===== config.mk =====
export PLATFORM = sky130hd
export DESIGN_NAME = register_file_sb_flat
export DESIGN_NICKNAME = d
export VERILOG_FILES = /design/src/rtl/register_file_sb_if.sv /design/src/rtl/register_file_sb.sv /design/src/flat_wrapper.sv
export SDC_FILE = /design/constraint.sdc
export NUM_CORES = 1
export LEC_CHECK = 0
export CORE_UTILIZATION = 50
export CTS_CLUSTER_DIAMETER = 30
export DETAILED_ROUTE_END_ITERATION = 10
export GPL_ROUTABILITY_DRIVEN = 0
export GPL_TIMING_DRIVEN = 0
export HOLD_SLACK_MARGIN = 0.08
export PLACE_DENSITY = 0.67
export SYNTH_ARGS = -nofsm -noshare
export SYNTH_HDL_FRONTEND = slang
export SYNTH_SLANG_ARGS = --single-unit

===== constraint.sdc =====
create_clock -name clk -period 4.36 [get_ports clk]
set_input_delay 0.872 -clock clk [delete_from_list [all_inputs] [get_ports clk]]
set_output_delay 0.872 -clock clk [all_outputs]
set_load 0.005 [all_outputs]

===== src/rtl/register_file_sb_if.sv =====
// Bus bundle for register_file_sb: two combinational read ports, one write port,
// and the issue-stage scoreboard controls (reserve / flush / any_busy).
interface register_file_sb_if #(
  parameter int WIDTH = 16,
  parameter int IDX_W = 5
);
  logic [IDX_W-1:0] reg1_index;
  logic [IDX_W-1:0] reg2_index;
  logic [WIDTH-1:0] reg1_data;
  logic [WIDTH-1:0] reg2_data;
  logic             reg1_busy;
  logic             reg2_busy;
  logic             write_en;
  logic [IDX_W-1:0] write_index;
  logic [WIDTH-1:0] write_data;
  logic             reserve_en;
  logic [IDX_W-1:0] reserve_index;
  logic             flush;
  logic             any_busy;

  modport master (
    output reg1_index, reg2_index, write_en, write_index, write_data,
           reserve_en, reserve_index, flush,
    input  reg1_data, reg2_data, reg1_busy, reg2_busy, any_busy
  );

  modport slave (
    input  reg1_index, reg2_index, write_en, write_index, write_data,
           reserve_en, reserve_index, flush,
    output reg1_data, reg2_data, reg1_busy, reg2_busy, any_busy
  );
endinterface


===== src/rtl/register_file_sb.sv =====
// Two-read/one-write register file with write-through bypass and a per-register
// busy scoreboard (reserve at issue, clear on writeback, flush clears all).
module register_file_sb #(
  parameter int WIDTH    = 16,
  parameter int DEPTH    = 32,
  parameter int IDX_W    = 5,
  parameter int ZERO_REG = 1
) (
  input  logic                clk,
  input  logic                rst_n,
  register_file_sb_if.slave   rf
);

  if (IDX_W != $clog2(DEPTH)) begin : g_bad_idx_w
    $error("register_file_sb: IDX_W must equal log2(DEPTH)");
  end

  logic [WIDTH-1:0] regs_q [DEPTH];
  logic [WIDTH-1:0] regs_d [DEPTH];
  logic [DEPTH-1:0] busy_q;
  logic [DEPTH-1:0] busy_d;

  logic wr_ok;
  logic rsv_ok;

  function automatic logic is_zero_reg(input logic [IDX_W-1:0] idx);
    return (ZERO_REG != 0) && (idx == '0);
  endfunction

  // Bypass the in-flight write so a consumer in the writeback cycle sees it.
  function automatic logic [WIDTH-1:0] rd_data(input logic [IDX_W-1:0] idx);
    if (is_zero_reg(idx))                      return '0;
    else if (wr_ok && (rf.write_index == idx)) return rf.write_data;
    else                                       return regs_q[idx];
  endfunction

  // A same-cycle write retires the pending mark; a same-cycle reserve is not visible yet.
  function automatic logic rd_busy(input logic [IDX_W-1:0] idx);
    if (is_zero_reg(idx))                      return 1'b0;
    else if (wr_ok && (rf.write_index == idx)) return 1'b0;
    else                                       return busy_q[idx];
  endfunction

  always_comb begin
    wr_ok  = rf.write_en   && !is_zero_reg(rf.write_index);
    rsv_ok = rf.reserve_en && !is_zero_reg(rf.reserve_index);
  end

  always_comb begin
    regs_d = regs_q;
    busy_d = busy_q;
    if (wr_ok) begin
      regs_d[rf.write_index] = rf.write_data;
      busy_d[rf.write_index] = 1'b0;
    end
    // Flush beats reserve; reserve beats a same-index writeback.
    if (rf.flush) begin
      busy_d = '0;
    end else if (rsv_ok) begin
      busy_d[rf.reserve_index] = 1'b1;
    end
    if (ZERO_REG != 0) begin
      regs_d[0] = '0;
      busy_d[0] = 1'b0;
    end
  end

  always_ff @(posedge clk or negedge rst_n) begin
    if (!rst_n) begin
      regs_q <= '{default: '0};
      busy_q <= '0;
    end else begin
      regs_q <= regs_d;
      busy_q <= busy_d;
    end
  end

  // Outputs are forced low while reset is held, including the bypass path.
  always_comb begin
    rf.reg1_data = rst_n ? rd_data(rf.reg1_index) : '0;
    rf.reg2_data = rst_n ? rd_data(rf.reg2_index) : '0;
    rf.reg1_busy = rst_n & rd_busy(rf.reg1_index);
    rf.reg2_busy = rst_n & rd_busy(rf.reg2_index);
    rf.any_busy  = rst_n & (|busy_q);
  end

endmodule


===== src/flat_wrapper.sv =====
// flat-port wrapper written by rule: the top's interface ports become plain ports
module register_file_sb_flat 
#(
  parameter int WIDTH    = 16,
  parameter int DEPTH    = 32,
  parameter int IDX_W    = 5,
  parameter int ZERO_REG = 1
)
  (clk, rst_n, rf_reg1_index, rf_reg2_index, rf_write_en, rf_write_index, rf_write_data, rf_reserve_en, rf_reserve_index, rf_flush, rf_reg1_data, rf_reg2_data, rf_reg1_busy, rf_reg2_busy, rf_any_busy);
  register_file_sb_if #(.WIDTH(WIDTH), .IDX_W(IDX_W)) rf_i ();
  input  logic clk;
  input  logic rst_n;
  input wire logic [$bits(rf_i.reg1_index)-1:0] rf_reg1_index;
  input wire logic [$bits(rf_i.reg2_index)-1:0] rf_reg2_index;
  input wire logic [$bits(rf_i.write_en)-1:0] rf_write_en;
  input wire logic [$bits(rf_i.write_index)-1:0] rf_write_index;
  input wire logic [$bits(rf_i.write_data)-1:0] rf_write_data;
  input wire logic [$bits(rf_i.reserve_en)-1:0] rf_reserve_en;
  input wire logic [$bits(rf_i.reserve_index)-1:0] rf_reserve_index;
  input wire logic [$bits(rf_i.flush)-1:0] rf_flush;
  output wire logic [$bits(rf_i.reg1_data)-1:0] rf_reg1_data;
  output wire logic [$bits(rf_i.reg2_data)-1:0] rf_reg2_data;
  output wire logic [$bits(rf_i.reg1_busy)-1:0] rf_reg1_busy;
  output wire logic [$bits(rf_i.reg2_busy)-1:0] rf_reg2_busy;
  output wire logic [$bits(rf_i.any_busy)-1:0] rf_any_busy;
  assign rf_i.reg1_index = rf_reg1_index;
  assign rf_i.reg2_index = rf_reg2_index;
  assign rf_i.write_en = rf_write_en;
  assign rf_i.write_index = rf_write_index;
  assign rf_i.write_data = rf_write_data;
  assign rf_i.reserve_en = rf_reserve_en;
  assign rf_i.reserve_index = rf_reserve_index;
  assign rf_i.flush = rf_flush;
  assign rf_reg1_data = rf_i.reg1_data;
  assign rf_reg2_data = rf_i.reg2_data;
  assign rf_reg1_busy = rf_i.reg1_busy;
  assign rf_reg2_busy = rf_i.reg2_busy;
  assign rf_any_busy = rf_i.any_busy;
  register_file_sb #(.WIDTH(WIDTH), .DEPTH(DEPTH), .IDX_W(IDX_W), .ZERO_REG(ZERO_REG)) u_core (.clk(clk), .rst_n(rst_n), .rf(rf_i));
endmodule

; ---- Word level (Yosys, flattened, before mapping)
; Cells that the tools add are included.
[totals]
ram_bits = 0
memories = 0
elab_cells = 97
output_inout_bits = 35
latch_bits = 0
inputBits = 41
romBits = 0
regBits = 527
[op_classes]
n_mux = 30
div_mod_pow = 0
reduce_logical = 14
eq_ne = 2
order_cmp = 10
n_mul = 0
n_addsub = 0
bitwise = 9
n_shift = 0
[ops]
columns = op, count
row1 = $bwmux 512, 1
row2 = $mux 16, 11
row3 = $bmux 16 s5, 2
row4 = $mux 32, 3
row5 = $demux 16 s5, 1
row6 = $and 32x32->32, 1
row7 = $not 32->32, 1
row8 = $or 32x32->32, 1
row9 = $reduce_or 31->1, 1
row10 = $lt 5x6->1 const B, 4
row11 = $logic_not 5->1, 4
row12 = $ge 6x6->1 const B, 3
row13 = $not 5->6, 3
row14 = $bmux 1 s5, 2
row15 = $demux 1 s5, 2
row16 = $eq 5x5->1, 2
row17 = $ge 5x1->1 const B, 2
row18 = $mux 1, 8
row19 = $logic_and 1x1->1, 7
row20 = $lt 6x1->1 const B, 1
row21 = $and 1x1->1, 3
row22 = $logic_not 1->1, 2

; ---- Longest topological paths before layout
[logic_depth]
depth_word = 10
depth_mapped = 10
depth_no_buf = 5

; ---- Worst setup path before layout
; No wires, ideal clock.
[synth_path]
kind = input to output
start = input rf_reg1_index[0]
end = output rf_reg1_data[10]
arrival_time_ps = 2624
required_time_ps = 3488
n_path_buf = 3
cell_stages = 6
slack_ps = 864
path_cell_list = buf_4 buf_6 buf_2 mux4_2 a221o_1 a221o_1
[synth_between]
elab_chain_len = 7
word_cells_on_any_way = 10
classes_between = eq/ne: 1 / mux: 6 / bitwise: 1 / reduce/logical: 2
[synth_rtl]
columns = item, line
row1 = from (decl), flat_wrapper.sv:13  ; input wire logic [$bits(rf_i.reg1_index)-1:0] rf_reg1_index;
row2 = $not 5->6 (not written as such), register_file_sb.sv:34  ; else return regs_q[idx];
row3 = $bmux 16 s5, register_file_sb.sv:34
row4 = $mux 16 (not written as such) (2 in a row), register_file_sb.sv:34
row5 = $mux 16, register_file_sb.sv:33  ; else if (wr_ok && (rf.write_index == idx)) return rf.write_data;
row6 = $mux 16 (*), register_file_sb.sv:32  ; if (is_zero_reg(idx)) return '0;
row7 = $mux 16 (*), register_file_sb.sv:80  ; rf.reg1_data = rst_n ? rd_data(rf.reg1_index) : '0;
row8 = to (decl), flat_wrapper.sv:21  ; output wire logic [$bits(rf_i.reg1_data)-1:0] rf_reg1_data;
; Mark *: on every way between the ends. The rest lies on a longest branch, timed or not. The select of a mux whose other input is x is not followed.

; ---- Final worst setup path
[layout_path]
start = input rf_reg2_index[0]
end = output rf_reg2_data[2]
[layout_between]
elab_chain_len = 7
word_cells_on_any_way = 10
classes_between = eq/ne: 1 / mux: 6 / bitwise: 1 / reduce/logical: 2
[layout_rtl]
columns = item, line
row1 = from (decl), flat_wrapper.sv:14  ; input wire logic [$bits(rf_i.reg2_index)-1:0] rf_reg2_index;
row2 = $not 5->6 (not written as such), register_file_sb.sv:34
row3 = $bmux 16 s5, register_file_sb.sv:34
row4 = $mux 16 (not written as such) (2 in a row), register_file_sb.sv:34
row5 = $mux 16, register_file_sb.sv:33
row6 = $mux 16 (*), register_file_sb.sv:32
row7 = $mux 16 (*), register_file_sb.sv:81  ; rf.reg2_data = rst_n ? rd_data(rf.reg2_index) : '0;
row8 = to (decl), flat_wrapper.sv:22  ; output wire logic [$bits(rf_i.reg2_data)-1:0] rf_reg2_data;
; Marked as above.

==> metrics.md <==
| Metric | Value |
|---|---|
| Status | finished, violations left |
| Failing checks | capacitance limit, slew limit, setup timing |
| Setup violations, final | 10 |
| Total GRT Usage | 41.9% |
| Power Dens Cells | 542 nW/um^2 |
| Syn. warnings | 0 |
| Site Rows | 87 |
| CTS buffer count | 121 |
| Dpl hpwl | 77600 um |
| Least-Margin Pin Slew | 1.57 ns |
| Top-count cell post-synth | mux2_2 |
| Largest net degree at the start of global routing | 120 |
| Root Driver | clkbuf_16 |
| Post-Synth Adder-Cell Area | 0% |
| Main combinational cell family by area after synthesis | multiplexers |
| Worst setup EP type | output pin |
| Vias in the first global route | 23474 |
| Finished Layout Cells | 3146 |
| Worst Skew | 0 ns |
| Clock Sinks | 527 |
| Clock Path Buffers | 3 |
| Fmax | 224 MHz |
| Total Wirelength | 123000 um |
| First-iteration detailed-routing DRC count | 3703 |
| Critical path class | in2out |
| Antenna Nets Post-Route | 0 |
| IO Pins | 76 |
| Tmin final | 4.47 ns |
| Max FO, Critical Path | 10 |
| Mux cell area share after synthesis | 40.6% |
| Pleak | 15.7 nW |
| Clk Latency, worst-skew pair | 0.69 ns |
| Post-synth EDFFs | 0 |
| Layout Area Growth over Synthesis | 25.7% |
| Routed via count | 23374 |
| Synth unique cells | 67 |
| Max cap viols | 4 |
| Initial antenna violation count | 3 |
| Primary FF master, synth | dfrtp_1 |
| Mapped cell area | 29100 um^2 |
| GRT Residual Overflow | 0 |
| Vias per cell | 7.43 |
| Die ar. | 59100 um^2 |
| Share of layout cells above drive strength 1 | 50.8% |
| DP Cell Count | 2884 |
| Synth area leaders | dfrtp_1, mux2_2, mux4_2, clkbuf_1, mux2i_1 |
| Peak supply drop | 0.352 mV |
| Sequential share of the synthesized area | 45.4% |
| Data arrival, critical path | 3.60 ns |
| Fin nets | 2323 |
| Ys async rst share | 100% |
| Worst slew margin | -5.03% |
| Post-Synth XOR/XNOR Area | 0.301% |
| Final critical-path share of the clock period | 102% |
| Die span in y | 243 um |
| Simple-gate share of the synthesized area | 4.56% |
| Total number of H-tree levels | 3 |
| Syn_area_per_cell | 14.1 um^2 |
| Die width | 243 um |
| Initial Util | 51.0% |
| First-pass GRT wire length | 173000 um |
| Area leader, netlist | dfrtp_1 |
| Core area | 56900 um^2 |
| Fin worst setup slack | -0.108 ns |
| Post-synth top cells | mux2_2, dfrtp_1, mux4_2, clkbuf_1, nor2_1 |
| Startpoint types | input port |
| WL/cell | 39.0 um |
| Input/output buffers | 64 |
| Gate count of the mapped netlist | 2058 |
| Syn Nets | 2099 |
| Hold crit path type | in2async |
| Total power | 0.0198 W |
| Final max-slew violation count | 27 |
| Seq cells post-synth | 527 |
| Clk slew on worst S/H paths | 0.04 ns |
| Fin. Hold Viols | 0 |
| DRC Markers | 0 |
| Synth Area in Compound Gates | 5.94% |
| Required @ worst endpoint | 3.49 ns |
| Initial DRT Pass Iterations | 6 |
| Utilization after layout | 64.1% |
| Filler cell count | 4070 |
| CTS tree | done |
| Top cell type's share of synthesized area | 45.4% |
## path summary, 6_finish.rpt
check | cells past startpoint | end | start | slack [ns]
max | 9 | rf_reg2_data[2] | rf_reg2_index[0] | -0.11
min | 2 | u_core.regs_q[48] | rst_n | 0.18
max reg2reg | 3 | u_core.busy_q[21] | u_core.busy_q[21] | 3.44
min reg2reg | 1 | u_core.regs_q[345] | u_core.regs_q[345] | 0.52
max in group asynchronous | 2 | u_core.regs_q[36] | rst_n | 2.84
min in group clk | 1 | u_core.regs_q[345] | u_core.regs_q[345] | 0.52
## report_power, final
part / internal [W] / switching, W
clock network: 0.00686 / 0.00310
logic: 0.00186 / 0.00145
registers: 0.00581 / 0.000707
total: 0.0145 / 0.00526
## worst max-delay path, cell delays in order
cell and delay, ns:
clkbuf_4 0.23, buf_8 0.26, buf_8 0.29, buf_6 0.28, a221oi_1 0.13, a2111oi_2 0.48
nor4_2 0.11, nor3_2 0.34, clkdlybuf4s50_1 0.58
## layout make-up
cell class                      instances  area [um^2]  area share, %
Antenna cell                            2         5.00         0.0137
Buffer                                193         1430           3.91
Clock buffer                          149         3390           9.28
Clock inverter                         80         1110           3.04
Inverter                                8         38.8          0.106
Multi-Input combinational cell       1324        15200           41.6
Sequential cell                       527        13200           36.1
Tap cell                              756          946           2.59
Timing Repair Buffer                  107         1200           3.30
## state kept, by name, summed over array words and instances (netlist names)
register / flops
u_core.regs_q: 496
u_core.busy_q: 31
## layout by cell type (no fill, tap or decap), types with 26 or more instances in the layout
cell             synthesis  final
nand2_1                 72     69
nor2_1                  76     68
mux2_2                 547    547
clkbuf_16                0    125
a221o_1                 26     26
mux4_2                 233    233
buf_4                   12     41
a22oi_1                 40     40
o21ai_0                 32     31
clkbuf_1               108     80
dfrtp_1                527    527
mux2i_1                 39     39
clkdlybuf4s50_1          0     57
## timing repair
action / in CTS / in global routing
gates cloned: 3 / 0
resized for setup: 253 / 43
hold endpoints to repair: 6 / 0
setup endpoints to repair: 34 / 32
hold buffers: 3 / 0
setup buffers: 24 / 6
pin swaps: 14 / 4
## per-layer routing
layer	up-vias	part of all wire [%]	routed length, um	global-route usage (%)
met3	689	16	19200	18.8
met2	2254	41	49700	57.2
met1	11900	35	42400	52.3
met4	4	9.2	11200	30.5
met5	-	0.056	69	0.654
li1	8527	-	-	-
## per-stage QoR
step / hold WS (ns) / TNS (ns) / worst slack [ns] / instance area [um^2]
2_1_floorplan: 0.490 / 0 / 0.864 / 29100
3_3_place_gp: 0.500 / - / -24.43 / 30600
3_5_place_dp: 0.510 / -50.12 / -1.77 / 30800
4_1_cts: 0.179 / -0.0460 / -0.0418 / 36300
5_1_grt: 0.179 / -0.0257 / -0.0220 / 36500
6_report: 0.178 / -0.322 / -0.108 / 36500
## cells by family after synthesis
kind of cell / after synthesis
buf+inv: 207
compound gates: 228
flops: 527
xor+xnor: 10
mux: 819
simple gates: 267
No activity file was read; power rests on OpenSTA's default activity.
